--- src/rtl/button_repeat_pulser.sv ---
// Push-button front end: 2-FF synchronizer, debounce FSM and auto-repeat timer
// producing single-cycle enable pulses plus a debounced level.
module button_repeat_pulser #(
    parameter int unsigned DB_CYCLES     = 500000,
    parameter int unsigned HOLD_CYCLES   = 50000000,
    parameter int unsigned REPEAT_CYCLES = 10000000
) (
    input  logic clk,
    input  logic reset,
    input  logic btn_in,
    input  logic repeat_en,
    output logic en_pulse,
    output logic pressed
);

    // One counter serves all three timing phases, so it is sized for the longest.
    localparam int unsigned MAX_DB_HOLD = (DB_CYCLES > HOLD_CYCLES) ? DB_CYCLES : HOLD_CYCLES;
    localparam int unsigned MAX_CYCLES  = (MAX_DB_HOLD > REPEAT_CYCLES) ? MAX_DB_HOLD : REPEAT_CYCLES;
    localparam int          CNT_W       = $clog2(MAX_CYCLES);

    localparam logic [CNT_W-1:0] DB_LAST     = CNT_W'(DB_CYCLES - 1);
    localparam logic [CNT_W-1:0] HOLD_LAST   = CNT_W'(HOLD_CYCLES - 1);
    localparam logic [CNT_W-1:0] REPEAT_LAST = CNT_W'(REPEAT_CYCLES - 1);

    typedef enum logic [2:0] {
        S_IDLE,
        S_DB_PRESS,
        S_HOLD,
        S_REPEAT,
        S_DB_RELEASE
    } state_t;

    state_t           state_q, state_d;
    logic [CNT_W-1:0] cnt_q, cnt_d, cnt_inc;
    logic             sync1_q, btn_sync_q;
    logic             en_pulse_q, en_pulse_d;
    logic             pressed_q, pressed_d;

    assign cnt_inc = cnt_q + 1'b1;

    // NOTE: state registers use non-blocking assignments so every flop samples
    // the pre-edge value of the others, independent of statement order.
    always_ff @(posedge clk or posedge reset) begin
        if (reset) begin
            sync1_q    <= 1'b0;
            btn_sync_q <= 1'b0;
            state_q    <= S_IDLE;
            cnt_q      <= '0;
            en_pulse_q <= 1'b0;
            pressed_q  <= 1'b0;
        end else begin
            sync1_q    <= btn_in;
            btn_sync_q <= sync1_q;
            state_q    <= state_d;
            cnt_q      <= cnt_d;
            en_pulse_q <= en_pulse_d;
            pressed_q  <= pressed_d;
        end
    end

    // NOTE: every output of this block gets a default first, so no path can
    // leave a variable unassigned and infer a latch.
    always_comb begin
        state_d    = state_q;
        cnt_d      = cnt_inc;
        en_pulse_d = 1'b0;
        pressed_d  = pressed_q;

        case (state_q)
            S_IDLE: begin
                cnt_d = '0;
                if (btn_sync_q) begin
                    state_d = S_DB_PRESS;
                end
            end

            S_DB_PRESS: begin
                if (!btn_sync_q) begin
                    state_d = S_IDLE;
                end else if (cnt_q == DB_LAST) begin
                    state_d    = S_HOLD;
                    en_pulse_d = 1'b1;
                    pressed_d  = 1'b1;
                end
            end

            S_HOLD: begin
                if (!btn_sync_q) begin
                    state_d = S_DB_RELEASE;
                end else if (!repeat_en) begin
                    cnt_d = '0;
                end else if (cnt_q == HOLD_LAST) begin
                    state_d    = S_REPEAT;
                    en_pulse_d = 1'b1;
                end
            end

            S_REPEAT: begin
                if (!btn_sync_q) begin
                    state_d = S_DB_RELEASE;
                end else if (!repeat_en) begin
                    state_d = S_HOLD;
                end else if (cnt_q == REPEAT_LAST) begin
                    cnt_d      = '0;
                    en_pulse_d = 1'b1;
                end
            end

            S_DB_RELEASE: begin
                if (btn_sync_q) begin
                    state_d = S_HOLD;
                end else if (cnt_q == DB_LAST) begin
                    state_d   = S_IDLE;
                    pressed_d = 1'b0;
                end
            end

            default: begin
                state_d   = S_IDLE;
                pressed_d = 1'b0;
            end
        endcase

        // Each phase times from zero, so any transition restarts the counter.
        if (state_d != state_q) begin
            cnt_d = '0;
        end
    end

    assign en_pulse = en_pulse_q;
    assign pressed  = pressed_q;

endmodule

--- config.mk ---
export PLATFORM = sky130hd
export DESIGN_NAME = button_repeat_pulser
export DESIGN_NICKNAME = d
export VERILOG_FILES = /design/src/rtl/button_repeat_pulser.sv
export SDC_FILE = /design/constraint.sdc
export NUM_CORES = 1
export LEC_CHECK = 0
export BUFFER_PORTS_ARGS = -buffer_cell sky130_fd_sc_hd__buf_2
export CAP_MARGIN = 20
export CORE_MARGIN = 1
export CORE_UTILIZATION = 55
export CTS_BUF_LIST = sky130_fd_sc_hd__clkbuf_16
export CTS_CLUSTER_SIZE = 25
export DETAILED_ROUTE_END_ITERATION = 6
export GPL_TIMING_DRIVEN = 0
export PLACE_DENSITY = 0.75
export REMOVE_ABC_BUFFERS = 1
export SLEW_MARGIN = 20
export SYNTH_ARGS = -nofsm -noshare
export SYNTH_HDL_FRONTEND = slang
export SYNTH_SLANG_ARGS = --single-unit
--- constraint.sdc ---
create_clock -name clk -period 2.2 [get_ports clk]
set_input_delay 0.44 -clock clk [delete_from_list [all_inputs] [get_ports clk]]
set_output_delay 0.44 -clock clk [all_outputs]
set_load 0.05 [all_outputs]
# After elaboration in Yosys (flattened, before gate mapping)
# Index checks and enable logic that the tools add are counted.
# W data, S select, Z words.
[totals] register_bits=33 elab_cells=55 output_inout_bits=2
[op_classes] eq_ne=12 mux=32 addsub=1 n_reduce_logical=3 bitwise=1
[ops] cell="$mux W26" n=6
[ops] cell="$pmux W26 S3" n=1
[ops] cell="$mux W3" n=10
[ops] cell="$add A26 B1 Y26 const B" n=1
[ops] cell="$eq A26 B19 Y1 const B" n=1
[ops] cell="$eq A26 B24 Y1 const B" n=1
[ops] cell="$eq A26 B26 Y1 const B" n=1
[ops] cell="$pmux W3 S5" n=1
[ops] cell="$mux W1" n=12
[ops] cell="$ne A2 B2 Y1 const B" n=4
[ops] cell="$eq A3 B2 Y1 const B" n=2
[ops] cell="$pmux W1 S3" n=2
[ops] cell="$reduce_and A5 Y1" n=1
[ops] cell="$eq A3 B1 Y1 const B" n=1
[ops] cell="$eq A3 B3 Y1 const B" n=1
[ops] cell="$logic_not A3 Y1" n=1
[ops] cell="$ne A3 B3 Y1" n=1
[ops] cell="$reduce_or A3 Y1" n=1
[ops] cell="$not A1 Y1" n=1

# Depth between registers and ports, before layout
# Gate-level depths: netlist of run 1.
[depth] word_depth=7 depth_mapped=8 ltp_nobuf=6

# Least setup slack after synthesis of run 1
# No wires, ideal clock.
[synth_path] kind="reg-to-reg" startpoint="register cnt_q[14]" endpoint="register cnt_q[1]" synth_period_minus_slack_ps=2113 t_required_ps=2053 setup_ps=147 path_stages_with_launch=8 slack_ps=87 arrival_ps=1966 path_buffers=2 path_cell_list="dfrtp_1 -> or4b_1 -> or4_4 -> o221ai_2 -> a32o_2 -> buf_6 -> buf_12 -> nor3b_2"
[synth_between] elab_chain_len=7 word_cells_on_any_way=17 classes_between="eq/ne (4); mux (13)"
[synth_lines] element="start: declaration" line_no="34" rtl="logic [CNT_W-1:0] cnt_q, cnt_d, cnt_inc;"
[synth_lines] element="start signal: assignment" line_no="55" rtl="cnt_q <= cnt_d;"
[synth_lines] element="$eq A26 B26 Y1" line_no="92" rtl="end else if (cnt_q == HOLD_LAST) begin"
[synth_lines] element="$mux W3" line_no="92"
[synth_lines] element="$mux W3" line_no="90" rtl="end else if (!repeat_en) begin"
[synth_lines] element="$mux W3" line_no="88" rtl="if (!btn_sync_q) begin"
[synth_lines] element="$pmux W3 S5" line_no="69" rtl="case (state_q)"
[synth_lines] element="$ne A3 B3 Y1" line_no="125" rtl="if (state_d != state_q) begin"
[synth_lines] element="$mux W26 *" line_no="125"
[synth_lines] element="named net cnt_d[1]" line_no="34"
# The timed path passes the listed nets; every way through them passes the cells marked *.
# A chain may end at the register's enable or synchronous reset.

# Worst setup path after layout of run 1
[layout_path] startpoint="register cnt_q[14]" endpoint="register cnt_q[9]"
# Same word-level chain as after synthesis.

==> flow_summary.yaml, run 1 <==
layout:
  proportion_of_layout_cells_with_a_drive_suffix_above_1_pct: 27.2
  layout.nets: 210
  areaGrowthSynthToFinish_pct: 14.4
  diodes: 0
  final_cell_area_mm2: 0.00227
synthesis:
  synth-compound-area-share_pct: 7.38
  synth_top_cell_area_share_pct: 41.6
  synth_enable_flop_cells: 0
  post_synth.cell_area_avg_um2: 10.4
  synth.area.mux_share_pct: 0
  yosysWarnings: 0
  ys_ff_latch: 33
  ys_dominant_reg_cell: "sky130_fd_sc_hd__dfrtp_1"
  dominant_combinational_cell_family_by_area_after_synthesis: "simple AND/OR/NAND/NOR gates"
  synth_cells: 191
  synth_top_cell_by_area: "sky130_fd_sc_hd__dfrtp_1"
  syn_std_cell_area_mm2: 0.00198
  synthSimpleGateAreaFrac_pct: 33.0
  synth_fa_ha_area_share_pct: 0.631
  synth_seq_area_share_pct: 41.6
  yosys-top-cells-count: "sky130_fd_sc_hd__dfrtp_1, sky130_fd_sc_hd__nor3_2, sky130_fd_sc_hd__xnor2_1"
  synth_xor_area_share_pct: 10.6
  top_count_cell_post_synth: "sky130_fd_sc_hd__dfrtp_1"
  ys_types: 45
  async_reset_ff_share_pct: 100
  synthTopCellsByArea: "sky130_fd_sc_hd__dfrtp_1, sky130_fd_sc_hd__nor3_2, sky130_fd_sc_hd__xnor2_1"
timing:
  slew_violations: 0
  slew_headroom_pct: 53.9
  fin_crit_ns: 2.27
  timing.setup.tns_ns: -0.584
  setup_violations: 12
  worst_pin_slew_ns: 0.691
  hold_viol_final: 0
  worst_hold_slack_ns: 0.268
  final_critical_path_setup_slack_ns: -0.0738
  clock_skew_ns: 0.00411
  maximum_clock_frequency_ghz: 0.440
  rsz0062_at_grt: "true"
  post-route-period-util_pct: 103
floorplanning:
  core-area_mm2: 0.00339
  initial_core_util_pct: 58.5
  num_rows: 21
  die_width_um: 62.1
  design.portCount: 6
  floorplan.die.height_um: 62.1
  overall_die_area_mm2: 0.00385
clock_tree:
  tritoncts_clock_tree: "built"
  cts_hold_repair.buffers: 0
  tritoncts_num_sinks: 33
  htree_levels: 2
  cts.path.max_buffers: 2
  clock_insertion_delay_worst_skew_ns: 0.28
  cts-root-buf: "sky130_fd_sc_hd__clkbuf_16"
  clk_pin_slew_ns: 0.05
  numCtsBuffers: 5
worst_setup_path:
  critPathTopFamily: "simple AND/OR/NAND/NOR gates"
  critical_path_buf_inv_count: 0
  ff_to_ff_path_depth: 5
  crit_reg_reg_endpoint: "cnt_q[9]"
  crit_chain: "or4b_4 > or4_4 > o221ai_4 > a32o_2 > nor3_2"
  worst_endpoint_data_arrival_time_ns: 2.43
  critPathMaxFanout: 6
  start_kind: "flop"
  rr_startpoint: "cnt_q[14]"
  critPathCaptureType: "flop"
  cell_type_of_the_slowest_stage_on_the_worst_timing_path: "sky130_fd_sc_hd__or4b_4"
  r2r_setup_slk_ns: -0.07
  cp_slowest_stage_delay_ns: 0.55
  timing.critical_path.required_ns: 2.35
  timing_worst_setup_path_type: "reg -> reg"
global_route:
  grt-ovfl-total: 0
  grt_util_overall_pct: 27.7
  grt_pass1_wl_um: 7470
  most_used_routing_layer_in_global_routing: "met2"
  largest_net_degree_at_the_start_of_global_routing: 34
  use_met3_pct: 8.28
  antenna_violations_before_repair: 0
  first_global_vias: 1552
  grt.met2_usage_pct: 45.9
  grt.met1_usage_pct: 33.0
pwr:
  leakagePower_nw: 0.852
  power_frac_clock_pct: 47.7
  internal_dissipation_mw: 1.05
  share_seq_of_total_power_pct: 45.5
  report.power.total_mw: 1.36
  power.density_cell_area_mw_per_mm2: 601
  switching_fraction_pct: 22.8
  switching_power_uw: 311
  vdd_drop_max_mv: 0.423
  power_frac_comb_pct: 6.7
route:
  dr.pass1.iters: 4
  detail_route.iter0.violations: 262
  postRouteWirelength_um: 4810
  route.vias.total: 1662
  post_drt_wl_per_cell_um: 19.1
  postRouteAntennaNets: 0
  drt_drc_violations_left: 0
  route.detailed.vias_per_inst: 6.60
hold_path:
  timing.hold.worst.class: "in -> async"
place:
  gp_congestion: 0.849
  dpl_worst_slack_ns: -0.443
  port_buffers: 5
  placement.cell_area_mm2: 0.00199
  dpl.hpwl_um: 2720
status:
  failing_checks: "setup timing"
  outcome: "finished, violations left"
job:
  number_of_max_cap_violations: 0
[cell families (layout without fill, tap and decap cells)]
kind of cell	count (synthesis)	after routing
xor+xnor	24	24
simple gates	99	99
compound gates	18	21
buf+inv	16	28
fa+ha+maj	1	1
flops	33	33
[registers in the layout, indices dropped and copies added, names as in the netlist]
register    cells
btn_sync_q      1
state_q         3
en_pulse        1
pressed         1
cnt_q          26
sync1_q         1
[power groups by stage]
stage / clock network [mW] / registers (mW) / logic (mW)
final: 0.652 / 0.622 / 0.0918
after global routing: 0.686 / 0.621 / 0.0983
after CTS: 0.660 / 0.621 / 0.0877
after detailed placement: 0 / 0.631 / 0.0656
after global placement: 0 / 0.630 / 0.0560
after floorplan: 0 / 0.629 / 0.0432
[layout make-up]
cell class / instances / area, um^2
clock buffer: 5 / 125
clock inverter: 3 / 12.5
fill: 253 / 1120
inverter: 6 / 22.5
multi-input combinational: 145 / 1110
sequential: 33 / 826
tap: 46 / 57.6
timing repair buffer: 14 / 116
[worst reg2reg max path, stage by stage (launching register included)]
cell and delay (ns):
sky130_fd_sc_hd__dfrtp_1 0.40, sky130_fd_sc_hd__or4b_4 0.55, sky130_fd_sc_hd__or4_4 0.47, sky130_fd_sc_hd__o221ai_4 0.30
sky130_fd_sc_hd__a32o_2 0.35, sky130_fd_sc_hd__nor3_2 0.09
[how the worst max path moves through the flow]
stage                          from        to  cells after the start
final                     cnt_q[14]  cnt_q[9]                      5
after global routing      cnt_q[14]  cnt_q[9]                      5
after CTS                 cnt_q[14]  cnt_q[9]                      5
after detailed placement  cnt_q[14]  cnt_q[4]                      5
after global placement     cnt_q[0]  cnt_q[2]                      6
after floorplan            cnt_q[0]  cnt_q[1]                      6
[metal layers]
| metal | vias to the layer above | wire, um |
|---|---|---|
| met3 | 19 | 315 |
| met5 | - | 0 |
| li1 | 742 | - |
| met1 | 826 | 1950 |
| met4 | 0 | 138 |
| met2 | 75 | 2410 |
[what timing repair did]
| item | 4_1_cts | 5_1_grt |
|---|---|---|
| cloned | 3 | 0 |
| gates resized for setup | 5 | 1 |
| hold endpoints to repair | 0 | 0 |
| endpoints found under the setup margin | 26 | 26 |
| pin swaps | 11 | 8 |
| setup buffers | 4 | 3 |
[stage by stage]
stage / std cells / util, %
6_report: 252 / 67.0
5_1_grt: 252 / 67.0
4_1_cts: 249 / 66.1
3_3_place_gp: 232 / 57.7
2_1_floorplan: 181 / -
3_5_place_dp: 234 / 58.7
[placed cells by master, fill, tap and decap left out, types with 2 or more instances in the layout]
cell type / instances
sky130_fd_sc_hd__inv_1: 5
sky130_fd_sc_hd__nor3_2: 20
sky130_fd_sc_hd__nor2_1: 11
sky130_fd_sc_hd__o21ai_0: 4
sky130_fd_sc_hd__nand2_1: 11
sky130_fd_sc_hd__xor2_1: 8
sky130_fd_sc_hd__nand3_1: 12
sky130_fd_sc_hd__a32o_2: 2
sky130_fd_sc_hd__clkbuf_16: 5
sky130_fd_sc_hd__nor4b_1: 2
sky130_fd_sc_hd__buf_2: 5
sky130_fd_sc_hd__a32o_4: 2
sky130_fd_sc_hd__dfrtp_1: 33
sky130_fd_sc_hd__nor3_1: 12
sky130_fd_sc_hd__nand4_1: 9
sky130_fd_sc_hd__xnor2_1: 16
sky130_fd_sc_hd__and4_1: 3
sky130_fd_sc_hd__buf_4: 6
sky130_fd_sc_hd__and3_1: 3
sky130_fd_sc_hd__nor4_1: 6
sky130_fd_sc_hd__clkinv_1: 2
No activity file was read; power rests on OpenSTA's default activity.
==> run 2: changes to the inputs <==
Settings changed: CORE_ASPECT_RATIO from default to 1.75, CTS_CLUSTER_SIZE 25 to default.
==> flow_summary.yaml, run 2 (synthesized netlist as in run 1, its figures left out) <==
layout:
  layout_top_registers: "cnt_q x26, state_q x3"
  final_cell_area_mm2: 0.00228
  mostFrequentLayoutCells: "sky130_fd_sc_hd__dfrtp_1, sky130_fd_sc_hd__nor3_2, sky130_fd_sc_hd__xnor2_1, sky130_fd_sc_hd__nand3_1"
  diodes: 0
  finish.cell_count_without_fillers: 249
  areaGrowthSynthToFinish_pct: 14.9
  largest_register_ffs: 26
  final_common_cell: "sky130_fd_sc_hd__dfrtp_1"
  final_core_utilization_pct: 67.1
  layout.nets: 208
  most_flop_heavy_register: "cnt_q"
  proportion_of_layout_cells_with_a_drive_suffix_above_1_pct: 28.4
worst_setup_path:
  cp_slowest_stage_delay_ns: 0.54
  worst_endpoint_data_arrival_time_ns: 2.41
  critPathTopFamily: "simple AND/OR/NAND/NOR gates"
  critPathCaptureType: "flop"
  rr_startpoint: "cnt_q[14]"
  crit_reg_reg_endpoint: "cnt_q[7]"
  timing_worst_setup_path_type: "reg -> reg"
  r2r_setup_slk_ns: -0.06
  start_kind: "flop"
  ff_to_ff_path_depth: 5
  cell_type_of_the_slowest_stage_on_the_worst_timing_path: "sky130_fd_sc_hd__or4b_1"
  worst_setup_path_startpoint: "cnt_q[14]"
  setup.worst_path.end: "cnt_q[7]"
  timing.critical_path.required_ns: 2.35
  crit_chain: "or4b_1 > or4_4 > o221ai_4 > a32o_2 > nor3_2"
  worstSetupPathDepth: 5
  critPathMaxFanout: 6
  critical_path_buf_inv_count: 0
timing:
  fin_crit_ns: 2.26
  slew_violations: 0
  rsz0062_at_grt: "true"
  slew_headroom_pct: 56.3
  setup_violations: 13
  clock_skew_ns: 0.00469
  hold_viol_final: 0
  post-route-period-util_pct: 103
  final_critical_path_setup_slack_ns: -0.0559
  maximum_clock_frequency_ghz: 0.443
  worst_pin_slew_ns: 0.654
floorplanning:
  floorplan.die.height_um: 81.5
  initial_core_util_pct: 58.4
  overall_die_area_mm2: 0.00386
  die_width_um: 47.4
  core-area_mm2: 0.00340
  num_rows: 28
  design.portCount: 6
route:
  post_drt_wl_per_cell_um: 18.9
  postRouteWirelength_um: 4700
  route.detailed.vias_per_inst: 6.50
  postRouteAntennaNets: 0
  drt_drc_violations_left: 0
  dr.pass1.iters: 5
  route.vias.total: 1618
  detail_route.iter0.violations: 132
place:
  port_buffers: 5
  placement.cell_area_mm2: 0.00199
  dpl.hpwl_um: 2810
  numPlacedInstances: 233
  gp_congestion: 0.884
clock_tree:
  cts-root-buf: "sky130_fd_sc_hd__clkbuf_16"
  tritoncts_clock_tree: "built"
  clk_pin_slew_ns: 0.05
  cts_hold_repair.buffers: 0
  clock_insertion_delay_worst_skew_ns: 0.27
  tritoncts_num_sinks: 33
  cts.path.max_buffers: 2
  htree_levels: 2
  numCtsBuffers: 5
pwr:
  power.density_cell_area_mw_per_mm2: 591
  vdd_drop_max_mv: 0.663
  report.power.total_mw: 1.35
  leakagePower_nw: 0.855
global_route:
  largest_net_degree_at_the_start_of_global_routing: 34
  grt_util_overall_pct: 28.7
  antenna_violations_before_repair: 0
  grt_pass1_wl_um: 7710
  grt-ovfl-total: 0
  first_global_vias: 1596
job:
  number_of_max_cap_violations: 0
status:
  outcome: "finished, violations left"
  failing_checks: "setup timing"
hold_path:
  timing.hold.worst.class: "in -> async"
## run 2: cell count changes in the layout (fill, tap and decap cells not counted), moves of 2 or more
cell,previous run,this run
sky130_fd_sc_hd__clkinv_1,2,0
sky130_fd_sc_hd__buf_4,6,4
sky130_fd_sc_hd__nor3_1,12,7
sky130_fd_sc_hd__nor3_2,20,24
sky130_fd_sc_hd__inv_1,5,8
## run 2: metrics by stage
step                hold WS [ns]  worst slack (ns)  TNS [ns]
detailed placement         0.338            -0.470    -10.78
global route               0.267           -0.0609    -0.440
global placement           0.334             -1.77    -44.33
finish                     0.255           -0.0559    -0.440
CTS                        0.265           -0.0346    -0.194
floorplan                  0.331             -1.01    -25.13
## run 2: worst min path at each step
| stage | startpoint | to | slack (ns) | cells past startpoint |
|---|---|---|---|---|
| 2_1_floorplan | sync1_q | btn_sync_q | 0.33 | 0 |
| 3_3_place_gp | sync1_q | btn_sync_q | 0.33 | 0 |
| 3_5_place_dp | sync1_q | btn_sync_q | 0.34 | 0 |
| 4_1_cts | btn_in | sync1_q | 0.26 | 1 |
| 5_1_grt | btn_in | sync1_q | 0.27 | 1 |
| 6_report | reset | sync1_q | 0.25 | 2 |
## run 2: what timing repair did
item                                    in CTS  in global routing
gates resized for setup                      4                  8
cloned                                       3                  0
buffers inserted                             5                  0
endpoints found under the setup margin      26                 27
hold endpoints to repair                     0                  0
pin swaps                                    7                 13
## run 2: metal layers
metal	routed length [um]	up-vias	global-route usage, %
li1	-	740	-
met1	1760	789	31.1
met2	2480	63	47.7
met3	203	26	7.25
met4	262	0	17.4
met5	0	-	0
## run 2: worst register-to-register path, stage by stage (launching register included)
cell	delay, ns
sky130_fd_sc_hd__dfrtp_1	0.40
sky130_fd_sc_hd__or4b_1	0.54
sky130_fd_sc_hd__or4_4	0.46
sky130_fd_sc_hd__o221ai_4	0.30
sky130_fd_sc_hd__a32o_2	0.34
sky130_fd_sc_hd__nor3_2	0.09
## run 2: area by class of cell
cell class / count / area [um^2]
clock inverters: 3 / 11.3
inverters: 6 / 22.5
flip-flops and latches: 33 / 827
repair buffers: 12 / 101
multi-input cells: 145 / 1140
fillers: 261 / 1120
clock buffers: 5 / 125
well taps: 45 / 56.3
## run 2: power breakdown
group	internal, mW	switching [mW]
Sequential	0.614	0.00842
Clock	0.405	0.226
Combinational	0.0329	0.0617
Total	1.05	0.296
==> run 3: changes to the inputs <==
Settings changed: PLACE_DENSITY 0.75 to 0.77.
==> flow_summary.yaml, run 3 (synthesized netlist as in run 1, its figures left out) <==
status:
  outcome: "finished, violations left"
  failing_checks: "setup timing"
worst_setup_path:
  start_kind: "flop"
  cell_type_of_the_slowest_stage_on_the_worst_timing_path: "sky130_fd_sc_hd__or4b_4"
  cp_slowest_stage_delay_ns: 0.55
  timing.critical_path.required_ns: 2.35
  critPathCaptureType: "flop"
  critPathMaxFanout: 6
  timing_worst_setup_path_type: "reg -> reg"
  crit_chain: "or4b_4 > or4_4 > o221ai_4 > a32o_2 > nor3_1"
  worst_endpoint_data_arrival_time_ns: 2.37
clock_tree:
  tritoncts_clock_tree: "built"
  cts-root-buf: "sky130_fd_sc_hd__clkbuf_16"
  clk_pin_slew_ns: 0.05
  numCtsBuffers: 5
  cts.path.max_buffers: 2
  htree_levels: 2
  clock_insertion_delay_worst_skew_ns: 0.28
  tritoncts_num_sinks: 33
floorplanning:
  design.portCount: 6
  floorplan.die.height_um: 81.5
  overall_die_area_mm2: 0.00386
  die_width_um: 47.4
  core-area_mm2: 0.00340
  initial_core_util_pct: 58.4
  num_rows: 28
timing:
  clock_skew_ns: 0.00394
  worst_pin_slew_ns: 0.678
  post-route-period-util_pct: 101
  fin_crit_ns: 2.21
  setup_violations: 4
  worst_hold_slack_ns: 0.266
  slew_violations: 0
  maximum_clock_frequency_ghz: 0.452
  rsz0062_at_grt: "true"
  timing.setup.tns_ns: -0.0196
  final_critical_path_setup_slack_ns: -0.0119
  slew_headroom_pct: 54.7
  hold_viol_final: 0
route:
  drt_drc_violations_left: 0
  route.detailed.vias_per_inst: 6.71
  postRouteWirelength_um: 5160
  detail_route.iter0.violations: 124
  route.vias.total: 1670
  dr.pass1.iters: 5
  post_drt_wl_per_cell_um: 20.7
  postRouteAntennaNets: 0
layout:
  final_core_utilization_pct: 66.8
  largest_register_ffs: 26
  proportion_of_layout_cells_with_a_drive_suffix_above_1_pct: 27.9
  most_flop_heavy_register: "cnt_q"
  final_cell_area_mm2: 0.00227
  layout_top_registers: "cnt_q x26, state_q x3"
  finish.cell_count_without_fillers: 249
  diodes: 0
  areaGrowthSynthToFinish_pct: 14.4
  layout.nets: 208
  mostFrequentLayoutCells: "sky130_fd_sc_hd__dfrtp_1, sky130_fd_sc_hd__nor3_2, sky130_fd_sc_hd__xnor2_1, sky130_fd_sc_hd__nand3_1"
  final_common_cell: "sky130_fd_sc_hd__dfrtp_1"
global_route:
  grt_pass1_wl_um: 8280
  grt-ovfl-total: 0
  grt_util_overall_pct: 30.8
  antenna_violations_before_repair: 0
  first_global_vias: 1703
  largest_net_degree_at_the_start_of_global_routing: 34
pwr:
  vdd_drop_max_mv: 0.460
  report.power.total_mw: 1.36
  power.density_cell_area_mw_per_mm2: 597
  leakagePower_nw: 0.834
place:
  dpl_worst_slack_ns: -0.421
  port_buffers: 5
  gp_congestion: 0.890
  placement.cell_area_mm2: 0.00198
  dpl.hpwl_um: 3000
  numPlacedInstances: 233
job:
  number_of_max_cap_violations: 0
hold_path:
  timing.hold.worst.class: "in -> async"
## run 3: cell types whose count changed in the layout (fill, tap and decap cells not counted), sizes merged
cell    change
clkinv      +3
inv         -3
## run 3: critical path: cells and delay by family (launching register included)
| kind | cells | cell delay (ns) |
|---|---|---|
| and+or+nand+nor | 3 | 1.10 |
| AOI/OAI and AO/OA | 2 | 0.60 |
| DFF | 1 | 0.39 |
## run 3: area by class of cell
| type | count | area (um^2) |
|---|---|---|
| Clock buffer | 5 | 125 |
| Tap cell | 45 | 56.3 |
| Multi-Input combinational cell | 145 | 1140 |
| Inverter | 6 | 22.5 |
| Clock inverter | 3 | 12.5 |
| Fill cell | 264 | 1130 |
| Timing Repair Buffer | 12 | 85.1 |
| Sequential cell | 33 | 826 |
## run 3: timing repair
item	CTS	global route
endpoints found under the setup margin	27	30
setup buffers	3	2
pin swaps	7	20
gates cloned	3	0
gates resized for setup	5	8
hold buffers	0	0
## run 3: path summary, 6_finish.rpt
kind / start / end / slack, ns / cells past startpoint
hold / removal: reset / cnt_q[21] / 0.27 / 2
hold reg to reg: sync1_q / btn_sync_q / 0.37 / 0
max in group asynchronous: reset / en_pulse / 1.49 / 2
min in group clk: btn_in / sync1_q / 0.27 / 1
setup reg to reg: cnt_q[14] / cnt_q[5] / -0.01 / 5
setup / recovery: cnt_q[14] / cnt_q[5] / -0.01 / 5
## run 3: per-layer routing
layer / track usage, % / part of all wire (%) / routed length (um) / vias up
met4: 20.0 / 5.2 / 268 / 0
met1: 32.8 / 35 / 1820 / 784
met3: 9.89 / 7.2 / 371 / 32
li1: - / - / - / 735
met5: 0 / 0 / 0 / -
met2: 49.6 / 52 / 2690 / 119
## run 3: report_power, final
| part | internal [mW] | leakage (nW) | switching [mW] |
|---|---|---|---|
| combinational | 0.0285 | 0.312 | 0.0632 |
| sequential | 0.613 | 0.453 | 0.00752 |
| clock | 0.408 | 0.0687 | 0.235 |
| total | 1.05 | 0.834 | 0.306 |
